## config.mk

```make
export PLATFORM = sky130hd
export DESIGN_NAME = interrupt_controller
export DESIGN_NICKNAME = d
export VERILOG_FILES = /design/src/rtl/interrupt_controller_pkg.sv /design/src/rtl/interrupt_controller_prienc.sv /design/src/rtl/interrupt_controller.sv
export SDC_FILE = /design/constraint.sdc
export NUM_CORES = 1
export LEC_CHECK = 0
export BUFFER_PORTS_ARGS = -buffer_cell sky130_fd_sc_hd__buf_4
export CORE_UTILIZATION = 40
export CTS_CLUSTER_DIAMETER = 40
export DETAILED_ROUTE_END_ITERATION = 6
export PLACE_DENSITY = 0.74
export SYNTH_ARGS = -nofsm -noshare
export SYNTH_HDL_FRONTEND = slang
export SYNTH_SLANG_ARGS = --single-unit
```

## constraint.sdc

```tcl
create_clock -name CLK -period 1.6 [get_ports CLK]
set_clock_uncertainty 0.2 [all_clocks]
set_input_delay 0.32 -clock CLK [delete_from_list [all_inputs] [get_ports CLK]]
set_output_delay 0.32 -clock CLK [all_outputs]
set_load 0.005 [all_outputs]
```

## src/rtl/interrupt_controller_pkg.sv

```systemverilog
// ============================================================================
// interrupt_controller_pkg : shared FSM state encoding and source-count default
// Revision: 1.0
// ============================================================================
`default_nettype none

package interrupt_controller_pkg;

    localparam int C_NUM_IRQ_DEFAULT = 8;

    typedef enum logic [1:0] {
        ST_IDLE    = 2'd0,
        ST_REQUEST = 2'd1,
        ST_SERVICE = 2'd2
    } intc_state_t;

endpackage

`default_nettype wire

```

## src/rtl/interrupt_controller_prienc.sv

```systemverilog
// ============================================================================
// PriorityEncoder : returns the lowest set index, or all ones when none is set
// Revision: 1.0
// ============================================================================
`default_nettype none

module PriorityEncoder #(
    parameter int IN_WIDTH  = 8,
    parameter int OUT_WIDTH = 3
) (
    input  logic [IN_WIDTH-1:0]  i_vec,
    output logic [OUT_WIDTH-1:0] o_idx
);

    // Scanning downward lets the lowest set bit overwrite any higher one.
    always_comb begin
        o_idx = '1;
        for (int i = IN_WIDTH - 1; i >= 0; i--) begin
            if (i_vec[i]) begin
                o_idx = OUT_WIDTH'(i);
            end
        end
    end

endmodule

`default_nettype wire

```

## src/rtl/interrupt_controller.sv

```systemverilog
// ============================================================================
// interrupt_controller : latches/masks IRQ sources and runs an ACK/EOI handshake
// Optional: INTC_EDGE_TRIGGER_EN selects edge-triggered pending (default: level)
// Revision: 1.0
// ============================================================================
`default_nettype none

module interrupt_controller
    import interrupt_controller_pkg::*;
#(
    parameter int NUM_IRQ  = C_NUM_IRQ_DEFAULT,
    parameter int ID_WIDTH = $clog2(NUM_IRQ)
) (
    input  logic                CLK,
    input  logic                RST,
    input  logic [NUM_IRQ-1:0]  IRQ_IN,
    input  logic                MASK_WE,
    input  logic [NUM_IRQ-1:0]  MASK_IN,
    output logic [NUM_IRQ-1:0]  MASK_OUT,
    output logic [NUM_IRQ-1:0]  PENDING,
    output logic                IRQ_REQ,
    output logic [ID_WIDTH-1:0] IRQ_ID,
    input  logic                IRQ_ACK,
    input  logic                EOI,
    output logic                IN_SERVICE
);

    intc_state_t         r_state;
    logic [NUM_IRQ-1:0]  r_mask;
    logic [NUM_IRQ-1:0]  r_pending;
    logic                r_req;
    logic [ID_WIDTH-1:0] r_id;
    logic                r_insvc;

    logic [NUM_IRQ-1:0]  w_elig;
    logic [ID_WIDTH-1:0] w_enc;

    assign w_elig = r_pending & ~r_mask;

    PriorityEncoder #(
        .IN_WIDTH  (NUM_IRQ),
        .OUT_WIDTH (ID_WIDTH)
    ) u_prienc (
        .i_vec (w_elig),
        .o_idx (w_enc)
    );

    always_ff @(posedge CLK) begin
        if (RST) begin
            r_mask <= '1;
        end else if (MASK_WE) begin
            r_mask <= MASK_IN;
        end
    end

`ifdef INTC_EDGE_TRIGGER_EN
    localparam logic [NUM_IRQ-1:0] c_ONE = NUM_IRQ'(1);

    logic [NUM_IRQ-1:0] r_sample;
    logic [NUM_IRQ-1:0] w_rise;
    logic [NUM_IRQ-1:0] w_clr;

    assign w_rise = IRQ_IN & ~r_sample;
    assign w_clr  = (r_state == ST_REQUEST && IRQ_ACK) ? (c_ONE << r_id) : '0;

    // A fresh edge on the bit being acknowledged must survive its clear.
    always_ff @(posedge CLK) begin
        if (RST) begin
            r_sample  <= '0;
            r_pending <= '0;
        end else begin
            r_sample  <= IRQ_IN;
            r_pending <= (r_pending & ~w_clr) | w_rise;
        end
    end
`else
    always_ff @(posedge CLK) begin
        if (RST) begin
            r_pending <= '0;
        end else begin
            r_pending <= IRQ_IN;
        end
    end
`endif

    // Once a request is latched it is never withdrawn or re-selected.
    always_ff @(posedge CLK) begin
        if (RST) begin
            r_state <= ST_IDLE;
            r_req   <= 1'b0;
            r_id    <= '0;
            r_insvc <= 1'b0;
        end else begin
            case (r_state)
                ST_IDLE: begin
                    if (w_elig != '0) begin
                        r_id    <= w_enc;
                        r_req   <= 1'b1;
                        r_state <= ST_REQUEST;
                    end
                end
                ST_REQUEST: begin
                    if (IRQ_ACK) begin
                        r_req   <= 1'b0;
                        r_insvc <= 1'b1;
                        r_state <= ST_SERVICE;
                    end
                end
                ST_SERVICE: begin
                    if (EOI) begin
                        r_insvc <= 1'b0;
                        r_state <= ST_IDLE;
                    end
                end
                default: begin
                    r_state <= ST_IDLE;
                end
            endcase
        end
    end

    assign MASK_OUT   = r_mask;
    assign PENDING    = r_pending;
    assign IRQ_REQ    = r_req;
    assign IRQ_ID     = r_id;
    assign IN_SERVICE = r_insvc;

endmodule

`default_nettype wire

```

# Word-level counts from Yosys, hierarchy flattened

Index checks and enable logic that the tools add are counted.

Equality and inequality tests: 5
Multiplexer cells: 17
Bitwise operators: 2
Reductions and logical operators: 8

Operators with widths:

| operator                                            | count |
|---|---|
| two-way mux 3 bit                                   | 4 |
| two-way mux 2 bit                                   | 5 |
| AND reduction 3 bit                                 | 3 |
| AND 8 bit                                           | 1 |
| inverter 8 bit                                      | 1 |
| nonzero test 8 bit                                  | 1 |
| != test 2 bit, second input constant                | 3 |
| case mux 2 bit (3 select lines)                     | 1 |
| two-way mux 1 bit                                   | 5 |
| case mux 1 bit (2 select lines)                     | 2 |
| nonzero test 2 bit                                  | 2 |
| equality test 2 x 1 -> 1 bit, second input constant | 1 |
| equality test 2 bit, second input constant          | 1 |
| logical NOT 2 bit                                   | 1 |
| AND reduction 2 bit                                 | 1 |

Register bits: 23
Input bits: 21

# Depth between registers and ports, before layout

Gate-level depths: netlist (run 1).

Depth in word-level cells: 9
Mapped depth: 4

# Cells and area by module

Synthesis (run 1) repeated with hierarchy kept, for this count alone.

Cell total of the unflattened synthesis: 94
Area, all modules: 988.4 um^2

By module, submodules not included:

| module               | times used | cells an instance | area each (um^2) | sequential area each (um^2) |
|---|---|---|---|---|
| interrupt_controller | 1          | 85                | 938.4            | 460.4 |
| PriorityEncoder      | 1          | 9                 | 50.0             | 0.0 |

# Worst setup path after synthesis (run 1)

OpenSTA, ideal clock, no wires.

Path kind: reg-to-reg
Start point: register r_mask[4] (netlist: MASK_OUT[4])
End point: register r_id[0] (netlist: IRQ_ID[0])
Library setup time: 72 ps
Arrival: 1,347 ps
Required time: 1,328 ps
Setup slack: -19 ps
Cell stages (with the launch flop): 5
Buffers on the path: 0
Period minus slack after synthesis: 1,619 ps
Cell sequence: dfxtp_1 nor2b_4 or4_4 o21ai_4 mux2i_1

Word-level cells in the longest chain between the ends: 7
Elaborated cells between the ends (all ways): 9

RTL lines:

| what                            | line                              | source |
|---|---|---|
| start: declaration              | interrupt_controller.sv:29        | `logic [NUM_IRQ-1:0] r_mask;` |
| start signal: assignment        | interrupt_controller.sv:50        | `r_mask <= '1;` |
| start signal: assignment        | interrupt_controller.sv:52        | `r_mask <= MASK_IN;` |
| inverter 8 bit *                | interrupt_controller.sv:38        | `assign w_elig = r_pending & ~r_mask;` |
| AND 8 bit *                     | interrupt_controller.sv:38        |  |
| two-way mux 2 bit               | interrupt_controller_prienc.sv:19 | `if (i_vec[i]) begin` |
| two-way mux 3 bit (4 in series) | interrupt_controller_prienc.sv:19 |  |
| end signal: assignment          | interrupt_controller.sv:97        | `r_id <= w_enc;` |
| end: declaration                | interrupt_controller.sv:32        | `logic [ID_WIDTH-1:0] r_id;` |

Every way passes the cells marked *; elsewhere a longest branch is shown, timed or not.
A chain may end at the register's enable or synchronous reset.

# Worst setup path in the final report (run 1)

Start point: register r_pending[4] (netlist: PENDING[4])
End point: register r_id[1] (netlist: IRQ_ID[1])

Word-level cells in the longest chain between the ends: 6
Elaborated cells between the ends (all ways): 8

RTL lines:

| what                            | line                              | source |
|---|---|---|
| start: declaration              | interrupt_controller.sv:30        | `logic [NUM_IRQ-1:0] r_pending;` |
| start signal: assignment        | interrupt_controller.sv:79        | `r_pending <= '0;` |
| start signal: assignment        | interrupt_controller.sv:81        | `r_pending <= IRQ_IN;` |
| AND 8 bit *                     | interrupt_controller.sv:38        |  |
| two-way mux 2 bit               | interrupt_controller_prienc.sv:19 |  |
| two-way mux 3 bit (4 in series) | interrupt_controller_prienc.sv:19 |  |

Marks and branches as above.

==> impl_metrics.csv, run 1 <==
group,metric,value,unit
clock_tree,post-cts-setup-buffers,0,
grt,grt_overflow,0,
run_status,failed_checks,"setup timing",
synthesis,netlist-cell-type-count,20,
power,swShare,0.244,
synthesis,syn_inst,88,
detailed_routing,dr.pass1.iters,3,
critical_path,required,1640,ps
detailed_routing,wl_per_cell,11.4,um
detailed_routing,vias,773,
finish,utilization,0.645,
power,intPower,867,uW
placement,gp_congestion,0.742,
clock_tree,cts_buffers,3,
sta,grt_setup_unrepaired,"true",
grt,grt_pass1_wl,3060,um
synthesis,avgSynthCellArea,10.3,sq um
clock_tree,cts.path.max_buffers,2,
finish,final_nets,157,
finish,area_delta_synth_final,45.2,%
power,p_comb_frac,0.205,
detailed_routing,drt_iter0_drc,9,
synthesis,syn-cell-area,907,sq um
min_path,hold_path_class,"in -> reg",
placement,port_buffers,41,
grt,grt_pass1_vias,721,
finish,n_antenna_cell,0,
sta,worst_slew_pin_slew,306,ps
floorplan,die_w,49.6,um
floorplan,initial_core_util,0.444,
power,switchingPower,280,uW
power,p_leak,0.573,nW
synthesis,ys_warn_count,0,
power,power.total,1.15,mW
clock_tree,cts.htree.levels,1,
critical_path,cp_max_fo,3,
grt,grt.total_usage,0.162,
finish,final_cell_mix,"buf_4, nor2b_1, dfxtp_1, a211o_1, nand2b_1",
grt,grt_max_degree,26,
synthesis,ys_ff_latch,23,
clock_tree,clock-sinks,23,
power,p_seq_frac,0.570,
sta,holdWs,15.8,ps
sta,setup_ws,-25.8,ps
sta,setup_tns,-50.1,ps
sta,final_hold_viol_count,0,
floorplan,die-area,2460,sq um
critical_path,startpoint_type,"flip-flop",
sta,fin_crit,1630,ps
finish,multiInputGateArea,443,sq um
finish,layout-drive-gt1-share,0.407,
grt,antenna_found_initial,0,
power,power.density,870,nW/um^2
synthesis,syn-num-nets,109,
critical_path,criticalPathCategory,"reg -> reg",
floorplan,rows,16,
clock_tree,path_clk_slew,120,ps
power,ir_worst_vdd,0.000546,V
detailed_routing,drc,0,
finish,fin_area,1320,sq um
critical_path,worst-endpoint-arrival,1670,ps
floorplan,core,2040,sq um
power,clkPwrFrac,0.225,
floorplan,pin_count,42,
sta,maxSlewViolCount,0,
detailed_routing,wirelength,1850,um
sta,max_freq,615,MHz
clock_tree,cts_tree,"built",
critical_path,critPathCaptureType,"flip-flop",
synthesis,yosysSeqAreaShare,0.508,
placement,place_ws,-7.24,ps
sta,fin_crit_sh,1.02,
floorplan,die_h,49.6,um
placement,place_inst,156,
sta,setup_viol,2,
finish,final-seq-area,464,sq um
finish,final_common_cell,"buf_4",
clock_tree,cts-root-buf,"clkbuf_4",
flow_run,cap_violations,0,
finish,final_cells,162,
sta,slew-limit-headroom,0.791,
placement,postPlaceCellArea,1260,sq um
run_status,status,"complete, but fails checks",
clock_tree,clk_latency,300,ps
detailed_routing,drt.antenna.violating_nets,0,
placement,dp_hpwl,1360,um
detailed_routing,drt-vias-per-instance,4.77,
finish,fillers,182,
## logic make-up after synthesis
| family | count (synthesis) | share of synthesized area |
|---|---|---|
| compound gates | 20 | 0.168 |
| mux | 2 | 0.0221 |
| flops | 23 | 0.508 |
| buf+inv | 3 | 0.0124 |
| simple gates | 40 | 0.290 |
## cells in the mapped netlist
library cell	count	area, sq um
mux2i_1	2	20.0
nand4b_2	1	15.0
o21ai_4	1	16.3
nand2b_1	6	37.5
nand2_1	4	15.0
o211ai_1	1	7.51
o21ai_0	3	15.0
a2111oi_0	1	8.76
a21oi_1	4	20.0
nand4bb_1	1	11.3
dfxtp_1	23	460
or3b_1	1	8.76
nor3_1	1	5.00
nor2b_4	1	13.8
nor2_1	2	7.51
a211o_1	8	70.1
a211oi_1	2	15.0
nor2b_1	22	138
or4_4	1	11.3
clkbuf_1	3	11.3
## layer usage
layer / up-vias / global-route usage / share of wire
met5: - / 0 / 0
met4: 0 / 0.0714 / 0.0076
met3: 2 / 0.0432 / 0.060
met2: 23 / 0.286 / 0.48
met1: 346 / 0.180 / 0.45
li1: 402 / - / -
## final cells by class
cell class / count / share of cell area
tap: 27 / 0.0256
clock buffer: 4 / 0.0199
multi-input combinational: 62 / 0.336
timing repair buffer: 46 / 0.266
sequential: 23 / 0.352
## critical path, stage by stage (launching register included)
cell	delay (ps)
dfxtp_2	340
nor2b_4	120
or4_4	560
o21ai_4	180
mux2i_1	180
## power by group through the flow
stage	combinational, mW	sequential [mW]	clock (mW)
2_1_floorplan	0.105	0.666	0
3_3_place_gp	0.228	0.663	0
3_5_place_dp	0.233	0.665	0
4_1_cts	0.235	0.654	0.267
5_1_grt	0.258	0.663	0.295
6_report	0.235	0.653	0.258
## registers in the layout, indices dropped and copies added, names as in the netlist
register / count
MASK_OUT: 8
PENDING: 8
IRQ_ID: 3
r_state: 2
IN_SERVICE: 1
IRQ_REQ: 1
## worst paths after layout
path	from	slack [ps]	endpoint	cells past startpoint
setup / recovery	PENDING[4]	-30	IRQ_ID[1]	4
hold / removal	IRQ_ACK	20	r_state[0]	2
setup reg to reg	PENDING[4]	-30	IRQ_ID[1]	4
hold reg to reg	IRQ_REQ	270	IRQ_REQ	2
## what timing repair did
item,CTS,global route
hold buffers,0,2
endpoints found under the setup margin,2,4
hold endpoints to repair,0,2
resized for setup,3,1
No activity file was read; power rests on OpenSTA's default activity.
==> inputs of run 2 (changes only) <==
- MAX_ROUTING_LAYER: not set -> met4
- REMOVE_ABC_BUFFERS: not set -> 1
==> run 2 against run 1 <==
  * The run still ends with setup timing left
  * Worst setup slack got worse by 8.5 ps
  * Register-to-register slack about the same
  * Via count increased by 5.2%
  * Design area increased by 3.8%
  * Critical path depth unchanged
  * Total power increased by 0.89%
  * Sequential power about the same
  * Largest cell class unchanged
  * Largest power group unchanged
==> impl_metrics.csv, run 2 (synthesis results as in run 1) <==
group,metric,value,unit
clock_tree,path_clk_slew,120,ps
sta,max_freq,612,MHz
detailed_routing,drt.antenna.violating_nets,0,
critical_path,r2r_end,"IRQ_ID[1]",
detailed_routing,vias,813,
critical_path,cpMaxStageDelayCell,"or4_4",
finish,layout-drive-gt1-share,0.421,
grt,grt_max_degree,26,
sta,maxSlewViolCount,0,
min_path,min_to,"MASK_OUT[0]",
detailed_routing,wl_per_cell,10.7,um
sta,slew-limit-headroom,0.791,
detailed_routing,wirelength,1780,um
detailed_routing,wl_met1,756,um
floorplan,initial_core_util,0.444,
placement,place_inst,159,
grt,grt.total_usage,0.159,
flow_run,cap_violations,0,
sta,setup_ws,-34.3,ps
grt,grt_pass1_wl,2970,um
detailed_routing,drt_iter0_drc,9,
clock_tree,cts.htree.levels,1,
detailed_routing,dr_wl_met3,86,um
sta,final_hold_viol_count,0,
run_status,failed_checks,"setup timing",
finish,area_delta_synth_final,50.8,%
critical_path,required,1650,ps
clock_tree,cts_tree,"built",
power,power.density,846,nW/um^2
grt,antenna_found_initial,0,
placement,port_buffers,41,
critical_path,worst-endpoint-arrival,1680,ps
sta,worst_slew_pin_slew,305,ps
sta,fin_crit_sh,1.02,
placement,postPlaceCellArea,1280,sq um
clock_tree,cts.path.max_buffers,2,
critical_path,critPathTopFamily,"simple AND/OR/NAND/NOR gates",
clock_tree,cts-root-buf,"clkbuf_4",
run_status,status,"complete, but fails checks",
finish,n_antenna_cell,0,
detailed_routing,drt-vias-per-instance,4.87,
placement,dp_hpwl,1370,um
grt,grt_overflow,0,
finish,fin_area,1370,sq um
critical_path,critPathCaptureType,"flip-flop",
power,p_leak,0.599,nW
clock_tree,clk_latency,300,ps
floorplan,rows,16,
detailed_routing,routed.top_layer,"met4",
critical_path,startpoint_type,"flip-flop",
floorplan,die_h,49.6,um
floorplan,core,2040,sq um
min_path,hold_start,"MASK_IN[0]",
detailed_routing,drc,0,
critical_path,criticalPathCategory,"reg -> reg",
floorplan,die_w,49.6,um
critical_path,cpPeakStageDelay,560,ps
sta,setup_viol,2,
critical_path,path_buf_inv,0,
critical_path,rr_worst_depth,4,
floorplan,pin_count,42,
floorplan,die-area,2460,sq um
critical_path,crit_chain,"nor2b_4, or4_4, o21ai_4, mux2i_1",
sta,grt_setup_unrepaired,"true",
min_path,hold_path_class,"in -> reg",
clock_tree,clock-sinks,23,
finish,final_nets,162,
min_path,holdPathStages,2,
finish,final_common_cell,"buf_4",
sta,fin_crit,1630,ps
detailed_routing,dr.pass1.iters,4,
grt,grt_pass1_vias,774,
finish,final_cells,167,
sta,holdWs,13.0,ps
critical_path,timing.rr.start,"PENDING[7]",
detailed_routing,wl_met2,908,um
critical_path,r2r_slack,-30,ps
sta,setup_tns,-60.7,ps
power,ir_worst_vdd,0.000657,V
finish,final_cell_mix,"buf_4, dfxtp_1, nor2b_1, a211o_1, nand2b_1",
clock_tree,cts_buffers,3,
clock_tree,post-cts-setup-buffers,0,
critical_path,cp_max_fo,3,
placement,gp_congestion,0.741,
## run 2: cell types whose count changed in the layout (fill, tap and decap cells not counted), sizes merged
cell,previous run,this run
buf,44,47
dlygate4sd3,2,4
## run 2: power breakdown
group | switching (mW) | internal, mW
registers | 0.0323 | 0.622
clock network | 0.160 | 0.0973
logic | 0.0885 | 0.156
total | 0.281 | 0.875
## run 2: final cells by class
class | count | area (sq um)
Fill cell | 173 | 674
Sequential cell | 23 | 464
Multi-Input combinational cell | 62 | 450
Timing Repair Buffer | 51 | 393
Tap cell | 27 | 33.8
Clock buffer | 4 | 26.3
## run 2: per-stage QoR
stage                      util  power, mW  setup slack [ps]
final                     0.670       1.16             -34.3
after detailed placement  0.628      0.903             -54.7
after global routing      0.670       1.23              -117
after CTS                 0.651       1.16             -51.0
after floorplan               -      0.763             -18.8
after global placement    0.628      0.895             -17.2
## run 2: metal layers
metal	GRT usage	up-vias
met5	-	-
met4	0.0714	0
li1	-	411
met3	0.0309	4
met1	0.175	372
met2	0.277	26
## run 2: repair_timing
| action | 4_1_cts | 5_1_grt |
|---|---|---|
| setup endpoints to repair | 4 | 4 |
| hold buffers | 1 | 3 |
| gates resized for setup | 3 | 3 |
| pin swaps | 2 | 0 |
| hold endpoints to repair | 1 | 3 |
## run 2: worst max path at each step
| stage | start | endpoint | slack [ps] | cells after the start |
|---|---|---|---|---|
| after floorplan | MASK_OUT[4] | IRQ_ID[0] | -20 | 4 |
| after global placement | PENDING[4] | IRQ_ID[1] | -20 | 4 |
| after detailed placement | PENDING[4] | IRQ_ID[1] | -50 | 4 |
| after CTS | PENDING[7] | IRQ_ID[1] | -50 | 4 |
| after global routing | PENDING[7] | IRQ_ID[1] | -120 | 4 |
| final | PENDING[7] | IRQ_ID[1] | -30 | 4 |
==> inputs of run 3 (changes only) <==
- CORE_UTILIZATION: 40 -> 41
- CTS_CLUSTER_DIAMETER: 40 -> 150
- SYNTH_HIERARCHICAL: not set -> 1
==> run 3 against run 2 <==
  * The flow now finishes without violations
  * Utilization down 5.2 points
  * Register-to-register slack improved by 140 ps
  * Synthesized area is 9.0% higher
  * Synthesized cell count grew 6.8%
  * Hold slack gained 8.0 ps
  * Sequential cell count stayed put
  * Worst setup slack gained 140 ps
  * Wire length up 5.2%
  * Highest routed layer is now met3
==> impl_metrics.csv, run 3 <==
group,metric,value,unit
run_status,status,"finished, final reports clean",
critical_path,cp_max_fo,4,
sta,setup_tns,0,ps
sta,holdWs,21.0,ps
synthesis,netlist-cell-type-count,23,
sta,final_hold_viol_count,0,
sta,slew-limit-headroom,0.798,
synthesis,synthTopCellsByCount,"dfxtp_1, nor2b_1, a211o_1, nand2b_1",
detailed_routing,vias,811,
synthesis,ys_ff_latch,23,
synthesis,avgSynthCellArea,10.5,sq um
clock_tree,path_clk_slew,110,ps
clock_tree,cts_buffers,3,
grt,grt_max_degree,27,
finish,final_nets,161,
detailed_routing,drt.antenna.violating_nets,0,
clock_tree,clock-sinks,23,
floorplan,core,2230,sq um
detailed_routing,dr.pass1.iters,4,
clock_tree,cts-root-buf,"clkbuf_4",
finish,n_antenna_cell,0,
placement,place_inst,161,
critical_path,worst-endpoint-arrival,1520,ps
clock_tree,clk_latency,290,ps
clock_tree,cts_tree,"built",
clock_tree,cts.path.max_buffers,2,
floorplan,rows,17,
critical_path,crit_chain,"nor2b_2, nor4_4, a211oi_4, mux2i_1",
critical_path,rr_worst_depth,4,
finish,layout-drive-gt1-share,0.424,
synthesis,ys_warn_count,6,
synthesis,synthTopCellsByArea,"dfxtp_1, nor2b_1, a211o_1, nor2b_4, nand2b_1",
detailed_routing,drt-vias-per-instance,4.86,
critical_path,critPathCaptureType,"flip-flop",
detailed_routing,wirelength,1870,um
synthesis,syn-cell-area,988,sq um
placement,gp_congestion,0.772,
floorplan,die_h,51.1,um
grt,grt_pass1_wl,3150,um
floorplan,pin_count,42,
sta,fin_crit,1490,ps
finish,final_cell_mix,"buf_4, dfxtp_1, nor2b_1, a211o_1, nand2b_1",
finish,area_delta_synth_final,39.6,%
synthesis,yosysSeqAreaShare,0.466,
finish,final_cells,167,
critical_path,cpMaxStageDelayCell,"dfxtp_1",
critical_path,criticalPathCategory,"reg -> reg",
synthesis,synth_top_area_share,0.466,
detailed_routing,drc,0,
flow_run,cap_violations,0,
critical_path,path_buf_inv,0,
synthesis,synthArstFlopShare,0,
finish,final_common_cell,"buf_4",
clock_tree,cts.htree.levels,1,
synthesis,synth.most_common_cell,"dfxtp_1",
sta,fin_crit_sh,0.933,
grt,grt_overflow,0,
floorplan,die-area,2610,sq um
grt,grt.total_usage,0.165,
min_path,hold_path_class,"in -> reg",
synthesis,ys.flop_type,"dfxtp_1",
power,p_leak,0.598,nW
finish,fin_area,1380,sq um
power,power.total,1.17,mW
critical_path,required,1630,ps
sta,maxSlewViolCount,0,
min_path,holdPathStages,2,
critical_path,path_depth,4,
placement,postPlaceCellArea,1330,sq um
synthesis,syn_inst,94,
power,ir_worst_vdd,0.000609,V
power,power.density,850,nW/um^2
sta,max_freq,670,MHz
sta,grt_setup_unrepaired,"false",
critical_path,startpoint_type,"flip-flop",
floorplan,die_w,51.1,um
sta,worst_slew_pin_slew,301,ps
placement,port_buffers,41,
grt,antenna_found_initial,0,
critical_path,critPathTopFamily,"simple AND/OR/NAND/NOR gates",
detailed_routing,wl_per_cell,11.2,um
sta,setup_viol,0,
critical_path,cpPeakStageDelay,340,ps
finish,utilization,0.618,
placement,dp_hpwl,1450,um
synthesis,yosys.area.top_type,"dfxtp_1",
placement,place_ws,61.7,ps
grt,grt_pass1_vias,802,
floorplan,initial_core_util,0.443,
sta,setup_ws,107,ps
synthesis,synth_edf_count,0,
detailed_routing,drt_iter0_drc,13,
==> run 3: logic make-up after synthesis <==
kind of cell / share of synthesized area
AO/OA/AOI/OAI: 0.147
buffers and inverters: 0.0202
flip-flops: 0.466
multiplexers: 0.0304
AND/OR/NAND/NOR: 0.337
==> run 3: what timing repair did <==
| item | CTS | global route |
|---|---|---|
| endpoints found under the hold margin | 0 | 2 |
| setup endpoints to repair | 0 | 3 |
| hold buffers | 0 | 2 |
| setup buffers | 0 | 0 |
| resized for setup | 0 | 1 |
==> run 3: power by group <==
group,internal (mW),switching (mW),total [mW]
logic,0.165,0.0953,0.260
registers,0.623,0.0403,0.663
clock network,0.0970,0.153,0.250
==> run 3: final cells by class <==
cell class	instances	area, sq um
Sequential cell	23	460
Multi-Input combinational cell	66	515
Clock buffer	4	26.3
Inverter	2	7.51
Timing Repair Buffer	44	335
Tap cell	28	35.0
Fill cell	194	853
==> run 3: layer usage <==
layer	vias to the layer above	wire [um]	track usage
li1	413	-	-
met4	0	0	0.0556
met2	31	936	0.281
met3	0	106	0.0357
met5	-	0	-
met1	367	829	0.192
==> run 3: worst paths after layout <==
kind                    from          end  slack [ps]
hold / removal    MASK_IN[4]  MASK_OUT[4]          20
hold reg to reg    IRQ_ID[0]    IRQ_ID[0]         280
setup / recovery  PENDING[0]    IRQ_ID[1]         110
setup reg to reg  PENDING[0]    IRQ_ID[1]         110
